**config.mk**
```make
export PLATFORM = sky130hd
export DESIGN_NAME = cic_decimator_core
export DESIGN_NICKNAME = d
export VERILOG_FILES = /design/src/rtl/cic_decimator_core.sv
export SDC_FILE = /design/constraint.sdc
export NUM_CORES = 2
export LEC_CHECK = 0
export CORE_ASPECT_RATIO = 0.8
export CORE_MARGIN = 4
export CORE_UTILIZATION = 30
export CTS_BUF_LIST = sky130_fd_sc_hd__clkbuf_16
export CTS_CLUSTER_SIZE = 12
export DETAILED_ROUTE_END_ITERATION = 16
export PLACE_DENSITY = 0.51
export SYNTH_ARGS = -nofsm -noshare
export SYNTH_HDL_FRONTEND = slang
export SYNTH_SLANG_ARGS = --single-unit
```
**constraint.sdc**
```tcl
create_clock -name clk -period 3.7 [get_ports clk]
set_input_delay 0.555 -clock clk [delete_from_list [all_inputs] [get_ports clk]]
set_output_delay 0.555 -clock clk [all_outputs]
set_load 0.005 [all_outputs]
```
**src/rtl/cic_decimator_core.sv**
```systemverilog
// rtl/cic_decimator_core.sv - N-stage CIC decimator (M=1) with runtime decimation ratio
// Modulo-2^ACC_WIDTH integrators feed a pipelined comb section, one comb stage per cycle.
module cic_decimator_core #(
  parameter int DATA_WIDTH = 16,
  parameter int N_STAGES   = 5,
  parameter int DEC_MAX    = 32,
  parameter int ACC_WIDTH  = 42
) (
  input  logic                        clk,
  input  logic                        rst_n,
  input  logic                        clear,
  input  logic [$clog2(DEC_MAX):0]    dec_ratio,
  input  logic [DATA_WIDTH-1:0]       data_in,
  input  logic                        valid_in,
  output logic [ACC_WIDTH-1:0]        data_out,
  output logic                        valid_out,
  output logic                        busy
);

  localparam int PW = $clog2(DEC_MAX);
  localparam int RW = PW + 1;

  logic [ACC_WIDTH-1:0] integ [N_STAGES];
  logic [ACC_WIDTH-1:0] dly   [N_STAGES];
  logic [ACC_WIDTH-1:0] pipe  [1:N_STAGES];
  logic [ACC_WIDTH-1:0] cin   [N_STAGES];
  logic [N_STAGES:0]    vld;
  logic [PW-1:0]        phase;
  logic [RW-1:0]        r_lat;
  logic [RW-1:0]        r_req;
  logic [RW-1:0]        r_cur;
  logic                 tap;

  // At phase 0 the incoming ratio takes effect immediately so R=1 taps on the first sample.
  always_comb begin
    if (dec_ratio == '0) begin
      r_req = RW'(1);
    end else if (dec_ratio > RW'(DEC_MAX)) begin
      r_req = RW'(DEC_MAX);
    end else begin
      r_req = dec_ratio;
    end
    r_cur = (phase == '0) ? r_req : r_lat;
    tap   = valid_in && ({1'b0, phase} == (r_cur - RW'(1)));
  end

  always_comb begin
    cin[0] = integ[N_STAGES-1];
    for (int k = 1; k < N_STAGES; k++) begin
      cin[k] = pipe[k];
    end
  end

  always_ff @(posedge clk or negedge rst_n) begin
    if (!rst_n) begin
      for (int k = 0; k < N_STAGES; k++) begin
        integ[k]  <= '0;
        dly[k]    <= '0;
        pipe[k+1] <= '0;
      end
      vld       <= '0;
      phase     <= '0;
      r_lat     <= '0;
      data_out  <= '0;
      valid_out <= 1'b0;
    end else if (clear) begin
      for (int k = 0; k < N_STAGES; k++) begin
        integ[k]  <= '0;
        dly[k]    <= '0;
        pipe[k+1] <= '0;
      end
      vld       <= '0;
      phase     <= '0;
      r_lat     <= '0;
      data_out  <= '0;
      valid_out <= 1'b0;
    end else begin
      if (valid_in) begin
        integ[0] <= integ[0] + {{(ACC_WIDTH-DATA_WIDTH){data_in[DATA_WIDTH-1]}}, data_in};
        for (int k = 1; k < N_STAGES; k++) begin
          integ[k] <= integ[k] + integ[k-1];
        end
        if (phase == '0) begin
          r_lat <= r_req;
        end
        phase <= tap ? '0 : phase + PW'(1);
      end
      vld <= {vld[N_STAGES-1:0], tap};
      // Wrapped integrator values cancel exactly in the modulo differences below.
      for (int k = 0; k < N_STAGES; k++) begin
        if (vld[k]) begin
          dly[k]    <= cin[k];
          pipe[k+1] <= cin[k] - dly[k];
        end
      end
      valid_out <= vld[N_STAGES];
      if (vld[N_STAGES]) begin
        data_out <= pipe[N_STAGES];
      end
    end
  end

  assign busy = |vld;

endmodule
```
==> metrics.log <==
INFO  metric status = complete, no violations
INFO  metric grt_pass1_vias = 37000
INFO  metric timing_max_transition_violations_final = 0
INFO  metric routed_via_density = 4.93
INFO  metric postSynthRegisterBits = 690
INFO  metric synth-main-ff-cell = dfrtp_1
INFO  metric numPlacedInstances = 7542
INFO  metric yosys.cell_types.count = 99
INFO  metric power.leakage = 25.8 nW
INFO  metric crit_chain = buf_4, ha_1, a21o_1, a21o_1, a2111o_1, a311oi_4, nor2_1, nor4_2, o41ai_2, nand4_1, nand4b_2, mux2i_2, o21ai_0, nor3b_2
INFO  metric peakVddDrop = 0.323 mV
INFO  metric rsz_0062_raised_after_global_routing = true
INFO  metric postLayoutCellArea = 0.0557 mm^2
INFO  metric vias = 38000
INFO  metric critical-path-top-delay-family = compound AO/OA/AOI/OAI gates
INFO  metric gp_congestion = 0.845
INFO  metric tritoncts = yes
INFO  metric numPortBuffers = 69
INFO  metric post_detailed_placement_half_perimeter_wirelength = 87.7 mm
INFO  metric floorplan.die_area = 0.166 mm^2
INFO  metric synth_edf_count = 0
INFO  metric final_hold_viol_count = 0
INFO  metric final_critical_path_setup_slack = 117 ps
INFO  metric async_reset_ff_frac = 1.00
INFO  metric tightestPinTransition = 1030 ps
INFO  metric crit_path_end_kind = register
INFO  metric hold-worst-slack = 306 ps
INFO  metric fin_crit = 3580 ps
INFO  metric grt_max_degree = 172
INFO  metric synth_instances = 5280
INFO  metric grt_use_total = 0.145
INFO  metric final-setup-viol-count = 0
INFO  metric power_density = 353 mW/mm^2
INFO  metric die_width = 455 um
INFO  metric cp_data_required_time = 4220 ps
INFO  metric worstSetupPathType = register to register
INFO  metric grt_antenna_before_repair = 1
INFO  metric overflow = 0
INFO  metric netlist_area = 0.0479 mm^2
INFO  metric layout_cell_share_with_drive_strength_beyond_1 = 0.0976
INFO  metric cts_buffer_depth = 3
INFO  metric crit_fanout = 3
INFO  metric clkTransAtPathRegs = 60 ps
INFO  metric timing.slew.headroom = 0.310
INFO  metric nets = 5976
INFO  metric synth-warning-count = 0
INFO  metric grt_first_pass_wirelength = 201 mm
INFO  metric die-height = 365 um
INFO  metric startpoint_type = register
INFO  metric cts.htree.levels = 3
INFO  metric fmaxAchievable = 279 MHz
INFO  metric final-instance-count-excl-fill = 7695
INFO  metric area_of_combinational_cells_with_multiple_inputs = 0.0291 mm^2
INFO  metric avgSynthCellArea = 9.06 um^2
INFO  metric core = 0.158 mm^2
INFO  metric route.antenna.remaining_nets = 0
INFO  metric place_worst_setup_slack = -326 ps
INFO  metric first_iter_violations = 2281
INFO  metric crit_path_max_incr_delay = 450 ps
INFO  metric dr.pass1.iters = 5
INFO  metric post-route-util = 0.353
INFO  metric placementRows = 130
INFO  metric crit_path_max_delay_cell_type = a2111o_1
INFO  metric detailed_route_wire_length = 121 mm
INFO  metric tritoncts.num_buffers = 78
INFO  metric clock-sinks = 690
INFO  metric floorplan.initialDensity = 0.303
INFO  metric seq_area_frac_synth = 0.361
INFO  metric flow.area_growth_from_synthesis = 16.5%
INFO  metric fin_setup_tns = 0 ps
INFO  metric layout_worst_path_cycle_share = 0.968
INFO  metric cap_viol_max_count = 0
INFO  metric synthesis.nets = 5729
INFO  metric min_path_type = input port to register
INFO  metric critical_path.n_buffers_inverters = 1
INFO  metric insertion_delay = 680 ps
INFO  metric crit_top_cell = a21o_1
INFO  metric final-seq-area = 0.0173 mm^2
INFO  metric io_pins = 70
INFO  metric worst-endpoint-arrival = 4110 ps
INFO  metric routedWlPerCell = 15.7 um
INFO  metric place_area = 0.0527 mm^2
INFO  metric clock_skew = 29.2 ps
INFO  metric num-fill-cells = 16300
INFO  metric cts-root-buf = clkbuf_16
INFO  metric drcViolationCount = 0
INFO  metric overall_power = 19.7 mW
area by class of cell:
type	instances	share of cell area
well taps	2112	0.0474
flip-flops and latches	690	0.310
clock inverters	56	0.00707
inverters	320	0.0216
multi-input cells	4074	0.523
diodes	1	0.0000449
clock buffers	79	0.0355
repair buffers	363	0.0552
final timing paths:
path / from / endpoint / slack, ps / cells past startpoint
max: integ[84] / integ[125] / 120 / 14
min: valid_in / r_lat[0] / 310 / 2
max reg2reg: integ[84] / integ[125] / 120 / 14
min reg2reg: dly[206] / dly[206] / 520 / 2
max in group asynchronous: rst_n / integ[90] / 2240 / 3
min in group asynchronous: rst_n / pipe[9] / 460 / 2
registers in the layout, summed over array words and instances, names as in the netlist:
signal     flops
integ        168
vld            6
phase          5
cin          210
valid_out      1
pipe          42
data_out      42
dly          210
r_lat          6
Yosys cell counts, types with 50 or more instances:
cell type,count,share of area
nor3_1,57,0.0060
o21ai_1,54,0.0056
a21o_1,219,0.034
o21ai_0,194,0.020
mux2i_1,477,0.10
dfrtp_1,690,0.36
clkbuf_1,144,0.011
nand2_1,276,0.022
nand3_1,85,0.0089
a211oi_1,79,0.012
xor2_1,122,0.022
nor2b_1,51,0.0067
ha_1,413,0.11
xnor2_1,211,0.039
nor2_1,757,0.059
a21oi_1,393,0.041
and3_1,50,0.0065
nand2b_1,66,0.0086
inv_1,318,0.025
cells by family after synthesis:
family	count (synthesis)	share of synthesized area
compound gates	1342	0.184
xor+xnor	333	0.0609
fa+ha+maj	423	0.112
buf+inv	516	0.0406
flops	690	0.361
mux	477	0.0998
simple gates	1499	0.141
layer usage:
| metal | GRT usage | share of wire | vias up |
|---|---|---|---|
| li1 | - | - | 19300 |
| met1 | 0.219 | 0.53 | 18000 |
| met2 | 0.216 | 0.42 | 468 |
| met3 | 0.0220 | 0.031 | 126 |
| met4 | 0.0284 | 0.017 | 0 |
| met5 | 0 | 0 | - |
worst register-to-register path: stages, from the launching register on:
cell,delay (ps)
dfrtp_1,380
buf_4,140
ha_1,220
a21o_1,180
a21o_1,190
a2111o_1,450
a311oi_4,400
nor2_1,160
nor4_2,300
o41ai_2,200
nand4_1,150
nand4b_2,200
mux2i_2,240
o21ai_0,90
nor3b_2,150
where the power goes:
group,internal (mW),leakage (nW),total (mW),switching [mW]
logic,1.82,15.0,4.18,2.36
registers,7.79,9.56,8.06,0.275
clock network,4.10,1.21,7.46,3.36
repair_timing:
item | CTS | global route
setup buffers | 6 | 10
endpoints found under the hold margin | 50 | 0
resized for setup | 15 | 88
pin swaps | 12 | 50
hold buffers | 1 | 0
setup endpoints to repair | 19 | 71
cells in the final DEF, fill, tap and decap left out, types with 191 or more instances in the layout:
master / netlist / routed
mux2i_1: 477 / 476
ha_1: 413 / 407
a21oi_1: 393 / 381
nand2_1: 276 / 274
inv_1: 318 / 335
buf_4: 1 / 280
o21ai_0: 194 / 191
dfrtp_1: 690 / 684
a21o_1: 219 / 219
xnor2_1: 211 / 211
nor2_1: 757 / 756
(Power assumes the default switching activity.)
